`config.mk`:
```
export PLATFORM = sky130hd
export DESIGN_NAME = dmem_port_arbiter
export DESIGN_NICKNAME = d
export VERILOG_FILES = /design/src/rtl/dmem_arb_pkg.sv /design/src/rtl/rr2_burst_grant.sv /design/src/rtl/dmem_port_arbiter.sv
export SDC_FILE = /design/constraint.sdc
export NUM_CORES = 1
export LEC_CHECK = 0
export ABC_AREA = 1
export CAP_MARGIN = 20
export CORE_AREA = 2 2 122 124
export CTS_BUF_LIST = sky130_fd_sc_hd__clkbuf_16
export DETAILED_ROUTE_END_ITERATION = 12
export DIE_AREA = 0 0 124 126
export PLACE_DENSITY = 0.64
export SETUP_SLACK_MARGIN = 0.05
export SLEW_MARGIN = 20
export SYNTH_ARGS = -nofsm -noshare
export SYNTH_HDL_FRONTEND = slang
export SYNTH_HIERARCHICAL = 1
export SYNTH_SLANG_ARGS = --single-unit
```
`constraint.sdc`:
```
create_clock -name clk -period 6.5 [get_ports clk]
set_clock_uncertainty 0.15 [all_clocks]
set_input_delay 1.625 -clock clk [delete_from_list [all_inputs] [get_ports clk]]
set_output_delay 1.625 -clock clk [all_outputs]
set_load 0.03 [all_outputs]
```
`src/rtl/dmem_arb_pkg.sv`:
```
// Shared types and default parameters for the two-requester data-memory arbiter.
// Requester ids, the registered response tag, and a helper to name the opposite requester.
package dmem_arb_pkg;

  localparam int DEF_AW        = 32;
  localparam int DEF_DW        = 32;
  localparam int DEF_BURST_MAX = 4;

  typedef enum logic {
    REQ_CORE = 1'b0,
    REQ_DBG  = 1'b1
  } req_id_t;

  typedef struct packed {
    logic    vld;
    req_id_t id;
    logic    we;
  } rsp_tag_t;

  function automatic req_id_t other_id(input req_id_t id);
    return (id == REQ_CORE) ? REQ_DBG : REQ_CORE;
  endfunction

endpackage

```
`src/rtl/rr2_burst_grant.sv`:
```
// Two-way round-robin arbiter with a bounded burst hold; produces a one-hot grant.
// The reset input is active-low; while it is low no grant is ever raised.
module rr2_burst_grant
  import dmem_arb_pkg::*;
#(
  parameter int BURST_MAX = DEF_BURST_MAX
) (
  input  logic       clk,
  input  logic       reset,
  input  logic [1:0] valid,
  output logic [1:0] grant
);

  localparam int CW = $clog2(BURST_MAX + 1);

  req_id_t       rr_q, rr_d;
  req_id_t       owner_q, owner_d;
  logic          owner_vld_q, owner_vld_d;
  logic [CW-1:0] burst_cnt_q, burst_cnt_d;

  req_id_t win;
  logic    win_vld;

  // Winner selection: a lone requester always wins; under contention the last owner keeps
  // the port until its contested streak reaches BURST_MAX.
  always_comb begin
    win     = rr_q;
    win_vld = 1'b0;
    if (reset) begin
      unique case (valid)
        2'b01: begin
          win     = REQ_CORE;
          win_vld = 1'b1;
        end
        2'b10: begin
          win     = REQ_DBG;
          win_vld = 1'b1;
        end
        2'b11: begin
          win_vld = 1'b1;
          if (!owner_vld_q) begin
            win = rr_q;
          end else if (burst_cnt_q < CW'(BURST_MAX)) begin
            win = owner_q;
          end else begin
            win = other_id(owner_q);
          end
        end
        default: ;
      endcase
    end
    grant = {win_vld & (win == REQ_DBG), win_vld & (win == REQ_CORE)};
  end

  // Uncontested beats leave the streak at zero so they never count against the owner.
  always_comb begin
    rr_d        = rr_q;
    owner_d     = owner_q;
    owner_vld_d = owner_vld_q;
    burst_cnt_d = burst_cnt_q;
    if (win_vld) begin
      rr_d        = other_id(win);
      owner_d     = win;
      owner_vld_d = 1'b1;
      if (valid != 2'b11) begin
        burst_cnt_d = '0;
      end else if (owner_vld_q && (owner_q == win)) begin
        if (burst_cnt_q != CW'(BURST_MAX)) begin
          burst_cnt_d = burst_cnt_q + CW'(1);
        end
      end else begin
        burst_cnt_d = CW'(1);
      end
    end
  end

  always_ff @(posedge clk or negedge reset) begin
    if (!reset) begin
      rr_q        <= REQ_CORE;
      owner_q     <= REQ_CORE;
      owner_vld_q <= 1'b0;
      burst_cnt_q <= '0;
    end else begin
      rr_q        <= rr_d;
      owner_q     <= owner_d;
      owner_vld_q <= owner_vld_d;
      burst_cnt_q <= burst_cnt_d;
    end
  end

endmodule

```
`src/rtl/dmem_port_arbiter.sv`:
```
// Shares one synchronous data-memory port between the core lane (req0) and debug port (req1).
// Granted payload drives the memory in-cycle; a one-deep tag routes the response next cycle.
module dmem_port_arbiter
  import dmem_arb_pkg::*;
#(
  parameter int AW        = DEF_AW,
  parameter int DW        = DEF_DW,
  parameter int BURST_MAX = DEF_BURST_MAX
) (
  input  logic          clk,
  input  logic          reset,
  input  logic          req0_valid,
  output logic          req0_ready,
  input  logic          req0_we,
  input  logic [AW-1:0] req0_addr,
  input  logic [DW-1:0] req0_wdata,
  input  logic [DW/8-1:0] req0_wstrb,
  output logic          rsp0_valid,
  output logic [DW-1:0] rsp0_rdata,
  input  logic          req1_valid,
  output logic          req1_ready,
  input  logic          req1_we,
  input  logic [AW-1:0] req1_addr,
  input  logic [DW-1:0] req1_wdata,
  input  logic [DW/8-1:0] req1_wstrb,
  output logic          rsp1_valid,
  output logic [DW-1:0] rsp1_rdata,
  output logic          mem_en,
  output logic          mem_we,
  output logic [AW-1:0] mem_addr,
  output logic [DW-1:0] mem_wdata,
  output logic [DW/8-1:0] mem_wstrb,
  input  logic [DW-1:0] mem_rdata
);

  logic [1:0] grant;
  rsp_tag_t   tag_q, tag_d;
  logic [DW-1:0] rsp_data;

  rr2_burst_grant #(
    .BURST_MAX(BURST_MAX)
  ) u_grant (
    .clk  (clk),
    .reset(reset),
    .valid({req1_valid, req0_valid}),
    .grant(grant)
  );

  assign req0_ready = grant[0];
  assign req1_ready = grant[1];

  // Memory port carries the winner's payload; byte enables are forced low on reads.
  always_comb begin
    mem_en    = 1'b0;
    mem_we    = 1'b0;
    mem_addr  = '0;
    mem_wdata = '0;
    mem_wstrb = '0;
    if (grant[0]) begin
      mem_en    = 1'b1;
      mem_we    = req0_we;
      mem_addr  = req0_addr;
      mem_wdata = req0_wdata;
      mem_wstrb = req0_we ? req0_wstrb : '0;
    end else if (grant[1]) begin
      mem_en    = 1'b1;
      mem_we    = req1_we;
      mem_addr  = req1_addr;
      mem_wdata = req1_wdata;
      mem_wstrb = req1_we ? req1_wstrb : '0;
    end
  end

  always_comb begin
    tag_d     = '0;
    tag_d.vld = mem_en;
    tag_d.id  = grant[1] ? REQ_DBG : REQ_CORE;
    tag_d.we  = mem_we;
  end

  always_ff @(posedge clk or negedge reset) begin
    if (!reset) begin
      tag_q <= '0;
    end else begin
      tag_q <= tag_d;
    end
  end

  // Write acks return zero data; the idle response port is held at zero.
  always_comb begin
    rsp_data   = tag_q.we ? '0 : mem_rdata;
    rsp0_valid = tag_q.vld && (tag_q.id == REQ_CORE);
    rsp1_valid = tag_q.vld && (tag_q.id == REQ_DBG);
    rsp0_rdata = rsp0_valid ? rsp_data : '0;
    rsp1_rdata = rsp1_valid ? rsp_data : '0;
  end

endmodule

```
==> impl_metrics.tcl <==
set metrics [dict create \
    status "completed" \
    p_leak_nw 2.42 \
    syn_area_um2 1860 \
    drc_errors 0 \
    grt_pass1_wl_mm 16.9 \
    cp-end-kind "output port" \
    cts_sinks 9 \
    dp_hpwl_mm 9.88 \
    fin_nets 868 \
    grt_pass1_vias 3179 \
    htree_levels 1 \
    antenna_left 0 \
    final.setup.tns_ns 0 \
    r2r_start "u_grant/owner_q" \
    synth-warning-count 6 \
    crit_fanout 35 \
    syn2layout_area_growth_pct 177 \
    r2r_cells 12 \
    postSynthCellCount 394 \
    slew_headroom_pct 27.7 \
    insertion_delay_ns 0.24 \
    antenna_found_initial 0 \
    fmax_ghz 0.165 \
    ys_seq_area_share_pct 12.1 \
    dieArea_um2 15600 \
    setup_viol 0 \
    p_total_mw 0.673 \
    cts_root_buffer "clkbuf_16" \
    hold_start "u_grant/burst_cnt_q[1]" \
    synth_enable_flop_cells 0 \
    ys_types 21 \
    grt_remaining_overflow 0 \
    drive_gt1_share_pct 8.25 \
    holdPathStages 2 \
    ys_top_cells_by_area "nand2_1, nor3_1, dfrtp_1, inv_1, buf_4" \
    crit_required_ns 4.72 \
    totalWireLength_mm 11.8 \
    drv_cap 0 \
    syn_nets 570 \
    hold_class "reg -> reg" \
    avgSynthCellArea_um2 4.73 \
    power_density_nw_per_um2 130 \
    yosysMostFrequentCell "nand2_1" \
    ios 312 \
    track_usage_pct 13.7 \
    grt_max_degree 65 \
    cts_post_setup_buffers_inserted 0 \
    period_needed_ns 6.05 \
    clk_path_buf_depth 2 \
    start_util_pct 13.0 \
    rsz0062_at_grt "no" \
    diodes 0 \
    die_w_um 124 \
    hold_viol 0 \
    worstMarginPinSlew_ns 1.08 \
    drtIter0Drc 80 \
    cts_hold_buf 0 \
    synth_area_leader_cell "nand2_1" \
    post_cts_resize_count 0 \
    gp_congestion 0.776 \
    start_kind "input port" \
    die_h_um 126 \
    ys_ff_latch 9 \
    num_vias 3436 \
    arrival_ns 4.28 \
    synthArstFlopShare_pct 100 \
    firstDrtPassIters 5 \
    slew_viol_final 0 \
    startpoint "req0_valid" \
    io_buffer_count 311 \
    core_um2 14300 \
    ys.flop_type "dfrtp_1" \
    synth_top_area_share_pct 44.3 \
    period_share_pct 93.1 \
    cts.clk_slew.worst_paths_ns 0.04 \
    rows 44 \
    ir_drop_v 0.0000613 \
    critPathKind "in -> out" \
    cts_buffers 3 \
    tritoncts "done" \
    wl_per_cell_um 13.4 \
    yosys-top-cells-count "nand2_1, nor3_1, inv_1, clkbuf_1, dfrtp_1" \
    vias_per_cell 3.93 \
]
==> registers in the layout, summed over array words and instances (netlist names) <==
| signal | flops |
|---|---|
| u_grant/rr_q | 1 |
| u_grant/owner_vld_q | 1 |
| u_grant/burst_cnt_q | 3 |
| u_grant/owner_q | 1 |
| tag_q | 3 |
==> path summary, 6_finish.rpt <==
path	end	slack [ns]
worst min-delay path	u_grant/burst_cnt_q[1]	0.39
min in group asynchronous	u_grant/burst_cnt_q[0]	1.59
max in group asynchronous	tag_q[0]	4.44
worst max-delay path	mem_wstrb[2]	0.45
worst max register to register	tag_q[0]	4.24
worst min register to register	u_grant/burst_cnt_q[1]	0.39
==> worst max-delay path: stages <==
cell and delay [ns]:
clkdlybuf4s50_1 0.45, nand2_1 0.09, clkinv_1 0.10, nand3_2 0.11, nand4_4 0.10, nand2_2 0.09
nand2_1 0.07, inv_2 0.13, buf_4 0.34, nand2_1 0.12, inv_1 0.18, nand2_1 0.07
nand2_1 0.08, clkdlybuf4s50_1 0.72
==> layer usage <==
| metal | up-vias | track usage, % | routed length (um) |
|---|---|---|---|
| met2 | 198 | 26.5 | 5880 |
| li1 | 1796 | - | - |
| met1 | 1436 | 15.5 | 4590 |
| met5 | - | 0 | 0 |
| met3 | 6 | 3.17 | 1260 |
| met4 | 0 | 1.59 | 40 |
==> cell type report <==
cell class              instances  area, um2
clock buffers                   3       75.1
clock inverters                 1       3.75
fillers                      1508       9150
inverters                      49        184
multi-input cells             309       1330
flip-flops and latches          9        226
well taps                     184        230
repair buffers                320       3120
==> cell usage in the layout, fill, tap and decap left out, drive strengths merged <==
cell,instances
nand4,7
ha,2
clkinv,1
nor3,64
a21oi,1
nor2,2
clkdlybuf4s50,276
o21ai,4
buf,44
or2,1
clkbuf,3
xor2,1
nand3,6
inv,49
nand2,221
dfrtp,9
==> per-stage QoR <==
stage	util (%)	std cells	hold WS (ns)	setup WS, ns	instance area (um2)
CTS	36.1	875	0.391	0.371	5170
global route	36.1	875	0.423	0.117	5170
global placement	35.6	871	0.381	0.419	5090
detailed placement	35.6	871	0.373	0.385	5090
finish	36.1	875	0.389	0.446	5170
floorplan	-	394	0.334	1.62	1860
==> cell families (layout without fill, tap and decap cells) <==
family | count (synthesis) | after routing | synth area share [%]
AND/OR/NAND/NOR | 301 | 301 | 67.9
buffers and inverters | 76 | 373 | 16.9
flip-flops | 9 | 9 | 12.1
AO/OA/AOI/OAI | 5 | 5 | 1.34
adder cells (fa/ha/maj) | 2 | 2 | 1.34
XOR/XNOR | 1 | 1 | 0.470
==> power breakdown <==
group          switching, mW  internal, mW  leakage, nW  total (mW)
logic                  0.270         0.227         2.27       0.498
registers            0.00384        0.0615        0.112      0.0654
clock network         0.0290        0.0806       0.0423       0.110
total                  0.303         0.370         2.42       0.673
(Power assumes the default switching activity.)
